File: src/rtl/folded_threshold_gate.sv
// Folded threshold/majority gate: consumes W bits per cycle of an N-bit vector
// and reports whether its popcount reaches a per-transaction threshold.
module folded_threshold_gate #(
  parameter int N          = 41,
  parameter int W          = 8,
  parameter int EARLY_EXIT = 0,
  parameter int CW         = $clog2(N + 1)
) (
  input  logic          clk,
  input  logic          rst_n,
  input  logic          in_valid,
  output logic          in_ready,
  input  logic [N-1:0]  in_vec,
  input  logic          in_mode,
  input  logic [CW-1:0] in_thr,
  output logic          out_valid,
  input  logic          out_ready,
  output logic          y,
  output logic [CW-1:0] count
);

  localparam int NCH = (N + W - 1) / W;
  localparam int IW  = (NCH > 1) ? $clog2(NCH) : 1;
  localparam int PW  = NCH * W;
  localparam logic [CW-1:0] MAJ = CW'((N + 1) / 2);

  typedef enum logic [1:0] {
    IDLE  = 2'd0,
    ACCUM = 2'd1,
    DONE  = 2'd2
  } state_t;

  state_t        state;
  logic [PW-1:0] vec;
  logic [CW-1:0] thr;
  logic [CW-1:0] acc;
  logic [IW-1:0] idx;

  logic [W-1:0]  chunk;
  logic [CW-1:0] pc;
  logic [CW-1:0] acc_nx;
  logic [CW:0]   slack;
  logic [CW-1:0] thr_in;
  logic          last;
  logic          hit;
  logic          miss;
  logic          decide;

  always_comb begin
    chunk = vec[int'(idx) * W +: W];
    pc = '0;
    for (int i = 0; i < W; i++) begin
      pc = pc + CW'(chunk[i]);
    end
    acc_nx = acc + pc;
    // Slack counts the current chunk as still open: conservative by one chunk.
    slack  = {1'b0, acc_nx} + (CW+1)'(N - int'(idx) * W);
    last   = (int'(idx) == NCH - 1);
    hit    = (acc_nx >= thr);
    miss   = (slack < {1'b0, thr});
    decide = last || ((EARLY_EXIT != 0) && (hit || miss));
    thr_in = in_mode ? in_thr : MAJ;
  end

  always_ff @(posedge clk or negedge rst_n) begin
    if (!rst_n) begin
      state     <= IDLE;
      in_ready  <= 1'b1;
      out_valid <= 1'b0;
      y         <= 1'b0;
      count     <= '0;
      vec       <= '0;
      thr       <= '0;
      acc       <= '0;
      idx       <= '0;
    end else begin
      case (state)
        IDLE: begin
          if (in_valid) begin
            vec      <= PW'(in_vec);
            thr      <= thr_in;
            acc      <= '0;
            idx      <= '0;
            in_ready <= 1'b0;
            if (thr_in == '0) begin
              y     <= 1'b1;
              count <= '0;
              state <= DONE;
            end else if (int'(thr_in) > N) begin
              y     <= 1'b0;
              count <= '0;
              state <= DONE;
            end else begin
              state <= ACCUM;
            end
          end
        end
        ACCUM: begin
          acc <= acc_nx;
          if (decide) begin
            y         <= hit;
            count     <= acc_nx;
            out_valid <= 1'b1;
            state     <= DONE;
          end else begin
            idx <= idx + 1'b1;
          end
        end
        DONE: begin
          // Degenerate thresholds arrive here with out_valid still low.
          if (!out_valid) begin
            out_valid <= 1'b1;
          end else if (out_ready) begin
            out_valid <= 1'b0;
            in_ready  <= 1'b1;
            state     <= IDLE;
          end
        end
        default: begin
          state     <= IDLE;
          in_ready  <= 1'b1;
          out_valid <= 1'b0;
        end
      endcase
    end
  end

endmodule

File: config.mk
export PLATFORM = sky130hd
export DESIGN_NAME = folded_threshold_gate
export DESIGN_NICKNAME = d
export VERILOG_FILES = /design/src/rtl/folded_threshold_gate.sv
export SDC_FILE = /design/constraint.sdc
export NUM_CORES = 1
export LEC_CHECK = 0
export BUFFER_PORTS_ARGS = -buffer_cell sky130_fd_sc_hd__buf_4
export CAP_MARGIN = 20
export CORE_MARGIN = 4
export CORE_UTILIZATION = 56
export DETAILED_ROUTE_END_ITERATION = 8
export MAX_ROUTING_LAYER = met4
export PLACE_DENSITY = 0.92
export SYNTH_ARGS = -nofsm -noshare
export SYNTH_HDL_FRONTEND = slang
export SYNTH_SLANG_ARGS = --single-unit
File: constraint.sdc
create_clock -name clk -period 5.7 [get_ports clk]
set_input_delay 1.14 -clock clk [delete_from_list [all_inputs] [get_ports clk]]
set_output_delay 1.14 -clock clk [all_outputs]
set_load 0.02 [all_outputs]
==> results of run 1 <==
cell families (layout without fill, tap and decap cells):
| kind of cell | count (synthesis) | count (layout) | share of synthesized area, % |
|---|---|---|---|
| fa+ha+maj | 22 | 22 | 8.66 |
| xor+xnor | 4 | 4 | 0.970 |
| simple gates | 75 | 75 | 9.80 |
| flops | 67 | 67 | 46.4 |
| compound gates | 66 | 66 | 11.7 |
| mux | 60 | 60 | 18.5 |
| buf+inv | 38 | 102 | 3.95 |
path summary, 6_finish.rpt:
| check | from | end | cells after the start |
|---|---|---|---|
| setup / recovery | idx[1] | y | 19 |
| hold / removal | thr[1] | thr[1] | 2 |
| setup reg to reg | idx[1] | y | 19 |
| hold reg to reg | thr[1] | thr[1] | 2 |
| max in group asynchronous | rst_n | out_valid | 1 |
| min in group asynchronous | rst_n | thr[5] | 1 |
critical path: stages, from the launching register on:
cell,delay (ns)
dfrtp_1,0.52
inv_1,0.10
buf_4,0.19
nand2_1,0.07
a21oi_1,0.14
o22ai_1,0.10
fa_1,0.50
inv_1,0.06
fa_1,0.53
inv_1,0.05
fa_1,0.50
fa_1,0.47
fa_1,0.41
nand2b_1,0.17
a21oi_1,0.19
xor2_1,0.27
ha_1,0.30
nand3_1,0.12
a31oi_1,0.12
mux2_2,0.28
cell usage in the layout, fill, tap and decap left out, drive strengths merged, types with 2 or more instances in the layout:
cell	netlist	routed
dfrtp	66	66
buf	3	65
mux2	44	44
nand2	32	32
inv	21	23
nor2	20	20
a21oi	19	19
ha	17	17
o21ai	16	16
mux2i	15	15
o22a	9	9
clkbuf	14	9
nand3	7	7
o22ai	5	5
fa	5	5
nor3	4	4
clkinv	0	4
nand2b	3	3
a21boi	3	3
xnor2	2	2
xor2	2	2
a31oi	2	2
o211ai	2	2
a32oi	2	2
a211oi	2	2
and3	2	2
metal layers:
layer  vias to the layer above  global-route usage (%)  share of wire (%)
met4                         0                    7.14                1.8
met1                      1350                    28.6                 42
met2                        86                    34.3                 50
met3                        16                    4.93                6.2
met5                         -                       -                  0
li1                       1286                       -                  -
through the flow:
stage,cells,hold WS [ns],worst slack [ns]
after detailed placement,454,0.470,0.543
after global placement,454,0.463,0.841
final,471,0.500,0.476
after CTS,470,0.497,0.518
after global routing,471,0.510,0.191
after floorplan,332,0.449,0.765
sequential cells by signal, indices dropped and copies added, names as in the netlist:
signal     cells
in_ready       1
count          6
vec           41
y              1
state          2
idx            3
out_valid      1
acc            6
thr            6
layout make-up:
| cell class | instances | area share [%] |
|---|---|---|
| clock inverters | 7 | 1.73 |
| multi-input cells | 227 | 41.3 |
| repair buffers | 65 | 11.5 |
| well taps | 75 | 2.16 |
| flip-flops and latches | 67 | 38.6 |
| clock buffers | 9 | 2.85 |
| inverters | 21 | 1.81 |
==> impl_results.md, run 1 <==
* Final setup violation count at 0
* First-pass GRT wire length at roughly 13000 microns
* Kind of critical path: register to register
* CTS tree: built
* CTS max path bufs at 2
* Worst-Margin Slew at 0.817 ns
* Post-DP HPWL at 5690 microns
* Post-DRT Antenna Nets at 0
* Initial antenna violation count at 0
* Clock slew at reported path FFs at ~0.080 ns
* Post-Syn Area at approximately 0.0036 sq mm
* Synth unique cells at 42
* Root Buffer: clkbuf_8
* Post-placement cell area at 0.00413 sq mm
* Final Hold Fails at 0
* # H-tree levels at 3
* Vias at ~2700
* First DRT Iteration DRCs at between 200 and 250
* Vias in the first global route at 2740
* Syn Area/Cell at approximately 11 sq um
* First-pass DRT Iterations at 4
* Routed wire length per instance at 16.5 microns
* FF-to-FF setup slack at around 0.48 ns
* Top cells by count, synth: dfrtp_1, mux2_2, nand2_1
* Post-synth ARST share at 100%
* Slew Limit Fails at 0
* Setup TNS at 0 ns
* Area contributors post-synth: dfrtp_1, mux2_2, ha_1
* CP arrival at around 5.5 ns
* GRT Util Overall at 22.0%
* Worst Path Max Fanout at 15
* Vias/cell at roughly 5.8
* Die area at 0.00780 sq mm
* Ys flop type: dfrtp_1
* Die width at a little under 90 microns
* Clock latency on the worst-skew pair at 0.35 ns
* Worst setup EP type: register
* Setup Fix Bufs, Post-CTS at 0
* Yosys reg bits at between 60 and 70
* Total wire length at slightly below 8000 microns
* Synth-to-layout area growth at 20.3%
* Ant. Diodes at 0
* Synth top area share at a little under half
* TritonCTS buffer count at 9
* Top-count cell post-synth: dfrtp_1
* Final period utilization at between 90% and 100%
* CP startpoint kind: register
* Post-synth EDFFs at 0
* RePlAce Congestion at between 0.8 and 0.9
* Hold crit path type: register to register
* Nets at between 400 and 500
* Worst relative slew slack at a little under half
* Area occupied by multi-input gates at ~0.0018 sq mm
* Cts repair resizes at 0
* Sink Count at 67
* Leading area contributor after synthesis: dfrtp_1
* Final Util at between 70% and 80%
* Largest net degree at the start of global routing at between 60 and 70
* Finished Cell Area at ~0.0043 sq mm
* Initial Util at just under 60%
* Final Skew at between 0.009 and 0.01 ns
* Maxcap violations at 0
* WP data required at ~5.9 ns
* Syn_nets at a little over 400
* Cell count after synthesis at between 300 and 400
* FF+latch area at 0.00168 sq mm
* Core area at between 0.006 and 0.007 sq mm
* Port Buffer Count at 60
* RSZ-0062 raised after global routing: false
* Fin crit period at about 5.2 ns
* Final routed DRC violation total at 0
* Yosys warns at 0
* Layout cells sized above 1 at 33.6%
* Fillers at 426
* Post-synthesis sequential area ratio at between 40% and 50%
* Chip height at ~88 microns
* IO Pins at a little over 60
* Status: complete, no violations
* FP Rows at 28
* Total gr overflow at 0
* Fmax at 191 MHz
* # hold bufs at CTS at 0
Power of run 1 is left out: the tool's default activity adds up to more than one toggle a clock period on the data nets, which glitch-free logic cannot reach.
==> run 2, diff against run 1 <==
- RECOVER_POWER: default -> 50
==> run 2 against run 1 <==
The flow now finishes with violations (max-capacitance violations, max-slew violations). Clock-buffer cell count did not move. Register-to-register slack barely moved. Final cell count did not move. Largest cell class unchanged. Highest routed layer unchanged.
==> impl_results.md, run 2 (synthesis gave the netlist of run 1 again) <==
* Status: finished, violations left
* Failing checks: max-capacitance violations, max-slew violations
* Final setup violation count at 0 (unchanged)
* Initial Util at 59.3% (unchanged)
* CP peak stage delay at 0.53 ns (about the same)
* Most used cell along the critical path: fa_1
* Clock slew at reported path FFs at 0.08 ns (about the same)
* Gr busiest metal: met2
* Met2 Track Usage GR at 34.3% (unchanged)
* Total gr overflow at 0 (unchanged)
* CTS tree: built
* Largest Register: vec
* Die width at 88.3 microns (unchanged)
* Post-DRT Antenna Nets at 0 (unchanged)
* Cts repair resizes at 0 (unchanged)
* Die area at 0.00780 sq mm (unchanged)
* Kind of critical path: register to register
* Synth-to-layout area growth at 20.1%
* Slew Limit Fails at 68 (+68)
* Maxcap violations at 1 (+1)
* Total wire length at 7800 microns (+0.15%)
* Met1 usage at 28.6% (unchanged)
* Clock latency on the worst-skew pair at 0.35 ns (about the same)
* Critical path, cell by cell: inv_1 -> buf_4 -> nand2_1 -> a21oi_1 -> o22ai_1 -> fa_1 -> inv_1 -> fa_1 -> inv_1 -> fa_1 -> fa_1 -> fa_1 -> nand2b_1 -> a21oi_1 -> xor2_1 -> ha_1 -> nand3_1 -> a31oi_1 -> mux2_2
* Port Buffer Count at 60 (unchanged)
* Routed wire length per instance at 16.6 microns (+0.15%)
* CTS max path bufs at 2 (unchanged)
* Worst relative slew slack at -129% (-170 points)
* Vias at 2730 (-0.29%)
* Layout cells sized above 1 at 33.1% (-0.51 points)
* Setup TNS at 0 ns (unchanged)
* Worst Path Max Fanout at 15 (unchanged)
* CP startpoint kind: register
* TritonCTS buffer count at 9 (unchanged)
* Setup Fix Bufs, Post-CTS at 0 (unchanged)
* Met3 usage at 4.93% (unchanged)
* RePlAce Congestion at 0.880 (unchanged)
* Fmax at 192 MHz (about the same)
* Commonest non-fill, non-tap cell in the layout: dfrtp_1
* Final Hold Fails at 0 (unchanged)
* Commonest non-fill, non-tap cells in the layout: dfrtp_1, buf_4, mux2_2, nand2_1, inv_1
* Largest net degree at the start of global routing at 68 (unchanged)
* First DRT Iteration DRCs at 214 (unchanged)
* FP Rows at 28 (unchanged)
* First-pass GRT wire length at 12800 microns (unchanged)
* Final Skew at 0.00996 ns (-0.000000200 ns)
* Max reg flops at 41 (unchanged)
* IO Pins at 61 (unchanged)
* # hold bufs at CTS at 0 (unchanged)
* Worst setup EP type: register
* Post-DP HPWL at 5690 microns (unchanged)
* First-pass DRT Iterations at 4 (unchanged)
* Crit path buffers/inverters at 4 (unchanged)
* Slowest CP cell: fa_1
* Root Buffer: clkbuf_8
* Hold crit path type: register to register
* Ant. Diodes at 0 (unchanged)
* WP data required at 5.93 ns (about the same)
* Vias/cell at 5.80 (-0.29%)
* Nets at 465 (unchanged)
* Sink Count at 67 (unchanged)
* Fin crit period at 5.22 ns (-0.00367 ns)
* Vias in the first global route at 2740 (unchanged)
* # H-tree levels at 3 (unchanged)
* RSZ-0062 raised after global routing: false
* Worst-Margin Slew at 3.44 ns (+2.62 ns)
* Chip height at 88.3 microns (unchanged)
* Core area at 0.00610 sq mm (unchanged)
* CP arrival at 5.45 ns (about the same)
* Final routed DRC violation total at 0 (unchanged)
* GRT Util Overall at 22.0% (unchanged)
* Top delay family on crit path: adder cells
* Final period utilization at 91.6% (about the same)
* Initial antenna violation count at 0 (unchanged)
-- run 2: cell types whose count changed in the layout (fill, tap and decap cells not counted), sizes merged --
cell	previous run	this run
clkbuf	9	11
buf	65	63
-- run 2: cell type report --
| type | count | area (sq um) |
|---|---|---|
| inverter | 21 | 78.8 |
| clock inverter | 7 | 75.1 |
| fill | 428 | 1760 |
| timing repair buffer | 65 | 497 |
| sequential | 67 | 1680 |
| multi-input combinational | 227 | 1790 |
| tap | 75 | 93.8 |
| clock buffer | 9 | 124 |
-- run 2: worst paths after layout --
| kind | to | cells after the start | slack, ns | from |
|---|---|---|---|---|
| worst min-delay path | thr[1] | 2 | 0.50 | thr[1] |
| worst min register to register | thr[1] | 2 | 0.50 | thr[1] |
| worst max-delay path | y | 19 | 0.48 | idx[1] |
| max in group asynchronous | out_valid | 1 | 1.81 | rst_n |
| worst max register to register | y | 19 | 0.48 | idx[1] |
| min in group asynchronous | thr[5] | 1 | 1.95 | rst_n |
-- run 2: through the flow --
| step | instances | utilization, % | instance area, sq um | hold WS [ns] | setup slack (ns) |
|---|---|---|---|---|---|
| global route | 471 | 71.2 | 4340 | 0.510 | 0.191 |
| global placement | 454 | 67.7 | 4130 | 0.463 | 0.841 |
| CTS | 470 | 70.9 | 4320 | 0.497 | 0.518 |
| detailed placement | 454 | 67.7 | 4130 | 0.470 | 0.543 |
| finish | 471 | 71.2 | 4340 | 0.500 | 0.480 |
| floorplan | 332 | - | 3610 | 0.449 | 0.765 |
-- run 2: per-layer routing --
| metal | wire [microns] | vias to the layer above |
|---|---|---|
| li1 | - | 1287 |
| met1 | 3280 | 1353 |
| met2 | 3910 | 78 |
| met3 | 472 | 12 |
| met4 | 139 | 0 |
| met5 | 0 | - |
-- run 2: tightest hold or removal path, cell delays in order (launching register included) --
cell and delay [ns]:
dfrtp_1 0.36, nand2_1 0.05, o21ai_0 0.06
Power of run 2 is left out for the same reason.
==> run 3, diff against run 2 <==
- CORE_ASPECT_RATIO: default -> 0.6
- CORE_MARGIN: 4 -> 2
==> run 3 against run 2 <==
The run still ends with max-capacitance violations, max-slew violations left. Fmax is 1.1% lower. First-iteration DRC count fell by 5.1%. Worst hold slack worse by 0.0082 ns. Sequential share of layout area down 0.24 points. Core utilization is 0.32 points lower. Routed wire length increased by 8.5%. Largest cell class unchanged.
==> impl_results.md, run 3 (synthesis gave the netlist of run 1 again) <==
* Final routed DRC violation total at 0 (unchanged)
* CP peak stage delay at 0.55 ns (+0.02 ns)
* Ant. Diodes at 0 (unchanged)
* GRT Util Overall at 26.9% (+4.9 points)
* First-pass GRT wire length at 13800 microns (+7.9%)
* CP startpoint kind: register
* Initial Util at 58.6% (-0.67 points)
* Final setup violation count at 0 (unchanged)
* Largest Register: vec
* FP Rows at 22 (-21%)
* IO Pins at 61 (unchanged)
* WP data required at 5.94 ns (about the same)
* Maxcap violations at 1 (unchanged)
* Total wire length at 8460 microns (+8.5%)
* First DRT Iteration DRCs at 203 (-5.1%)
* Fmax at 189 MHz (-1.1%)
* # hold bufs at CTS at 0 (unchanged)
* TritonCTS buffer count at 9 (unchanged)
* Worst relative slew slack at -133% (-4.2 points)
* # H-tree levels at 3 (unchanged)
* CP arrival at 5.52 ns (+0.07 ns)
* Vias at 2768 (+1.4%)
* Chip height at 66.2 microns (-25%)
* Worst-case reg-to-reg path depth at 18 (-1)
* Sink Count at 67 (unchanged)
* Hold crit path type: register to register
* Setup Fix Bufs, Post-CTS at 0 (unchanged)
* Setup TNS at 0 ns (unchanged)
* Vias in the first global route at 2762 (+0.80%)
* Final Skew at 0.00475 ns (-0.00521 ns)
* Slowest CP cell: dfrtp_2
* Synth-to-layout area growth at 20.9%
* Post-DRT Antenna Nets at 0 (unchanged)
* Layout cells sized above 1 at 33.2% (+0.084 points)
* Post-DP HPWL at 6060 microns (+6.5%)
* CTS tree: built
* Final period utilization at 92.6% (+1.0 points)
* Area occupied by multi-input gates at 0.00179 sq mm (unchanged)
* CTS max path bufs at 2 (unchanged)
* Port Buffer Count at 60 (unchanged)
* RePlAce Congestion at 0.905 (+2.8%)
* RSZ-0062 raised after global routing: false
* Final Hold Fails at 0 (unchanged)
* Most used cell along the critical path: fa_1
* Die width at 108 microns (+22%)
* Worst-Margin Slew at 3.50 ns (+0.0627 ns)
* Largest net degree at the start of global routing at 68 (unchanged)
* First-pass DRT Iterations at 5 (+1)
* Die area at 0.00713 sq mm (-8.6%)
* Commonest non-fill, non-tap cell in the layout: dfrtp_1
* Nets at 464 (-0.22%)
* Root Buffer: clkbuf_8
* Total gr overflow at 0 (unchanged)
* Max reg flops at 41 (unchanged)
* Status: finished, violations left
* Critical path, cell by cell: inv_1 -> nand2_1 -> a21oi_1 -> o22ai_1 -> fa_1 -> inv_1 -> fa_1 -> inv_1 -> fa_1 -> fa_1 -> nand3b_1 -> a21boi_0 -> o21ai_0 -> xnor2_1 -> ha_1 -> a211oi_1 -> a31oi_1 -> mux2_2
* Routed wire length per instance at 17.7 microns (+6.6%)
* WHS Path Cells at 2 (unchanged)
* FF+latch area at 0.00168 sq mm (about the same)
* Slew Limit Fails at 68 (unchanged)
* Worst setup EP type: register
* Commonest non-fill, non-tap cells in the layout: dfrtp_1, buf_4, mux2_2, nand2_1, inv_1
* Fin crit period at 5.28 ns (+0.0570 ns)
* Clock slew at reported path FFs at 0.08 ns (about the same)
* Initial antenna violation count at 0 (unchanged)
* Worst Path Max Fanout at 14 (-1)
* Vias/cell at 5.78 (-0.30%)
* Fillers at 445 (+4.0%)
* Kind of critical path: register to register
* Core area at 0.00617 sq mm (+1.1%)
* Clock latency on the worst-skew pair at 0.35 ns (about the same)
* Failing checks: max-capacitance violations, max-slew violations
[run 3: changes by cell type in the layout (fill, tap and decap cells not counted)]
cell       delta
buf_4         -1
bufinv_16     +1
clkinv_2      -1
clkinv_4      +1
dfrtp_1       -1
dfrtp_2       +1
inv_6         -1
[run 3: worst max-delay path: cells and delay by family (launching register included)]
family | cells | cell delay, ns
and+or+nand+nor | 2 | 0.29
xor gates and xnor gates | 1 | 0.29
DFF | 1 | 0.55
buffers and inverters | 3 | 0.40
adders and majority gates | 5 | 2.38
muxes | 1 | 0.27
AOI/OAI and AO/OA | 6 | 0.99
[run 3: final timing paths]
kind	slack (ns)	from	endpoint
min in group asynchronous	1.97	rst_n	out_valid
worst max register to register	0.42	idx[1]	y
worst min register to register	0.49	thr[3]	thr[3]
worst max-delay path	0.42	idx[1]	y
max in group asynchronous	1.53	rst_n	idx[1]
worst min-delay path	0.49	thr[3]	thr[3]
[run 3: per-layer routing]
| metal | wire (microns) | vias up | GRT usage, % |
|---|---|---|---|
| met5 | 0 | - | - |
| met3 | 726 | 21 | 7.29 |
| met1 | 3930 | 1327 | 37.8 |
| li1 | - | 1285 | - |
| met4 | 160 | 0 | 8.97 |
| met2 | 3640 | 135 | 38.1 |
[run 3: layout make-up]
class                      instances  area share [%]
clock inverter                     7            2.29
tap                               84            2.41
timing repair buffer              64            11.2
multi-input combinational        227            41.0
inverter                          21            1.80
sequential                        67            38.4
clock buffer                       9            2.84
[run 3: what timing repair did]
item	CTS	global route
resized for setup	0	1
endpoints found under the hold margin	0	0
setup endpoints to repair	0	1
[run 3: stage by stage]
stage          instance area, sq um  hold WS, ns  worst slack [ns]  util, %  cells
3_5_place_dp                   4130        0.475             0.381     67.0    462
4_1_cts                        4350        0.493             0.338     70.6    478
5_1_grt                        4370        0.523             0.181     70.8    479
2_1_floorplan                  3610        0.449             0.765        -    332
3_3_place_gp                   4130        0.464             0.660     67.0    462
6_report                       4370        0.492             0.423     70.8    479
Power of run 3 is left out for the same reason.
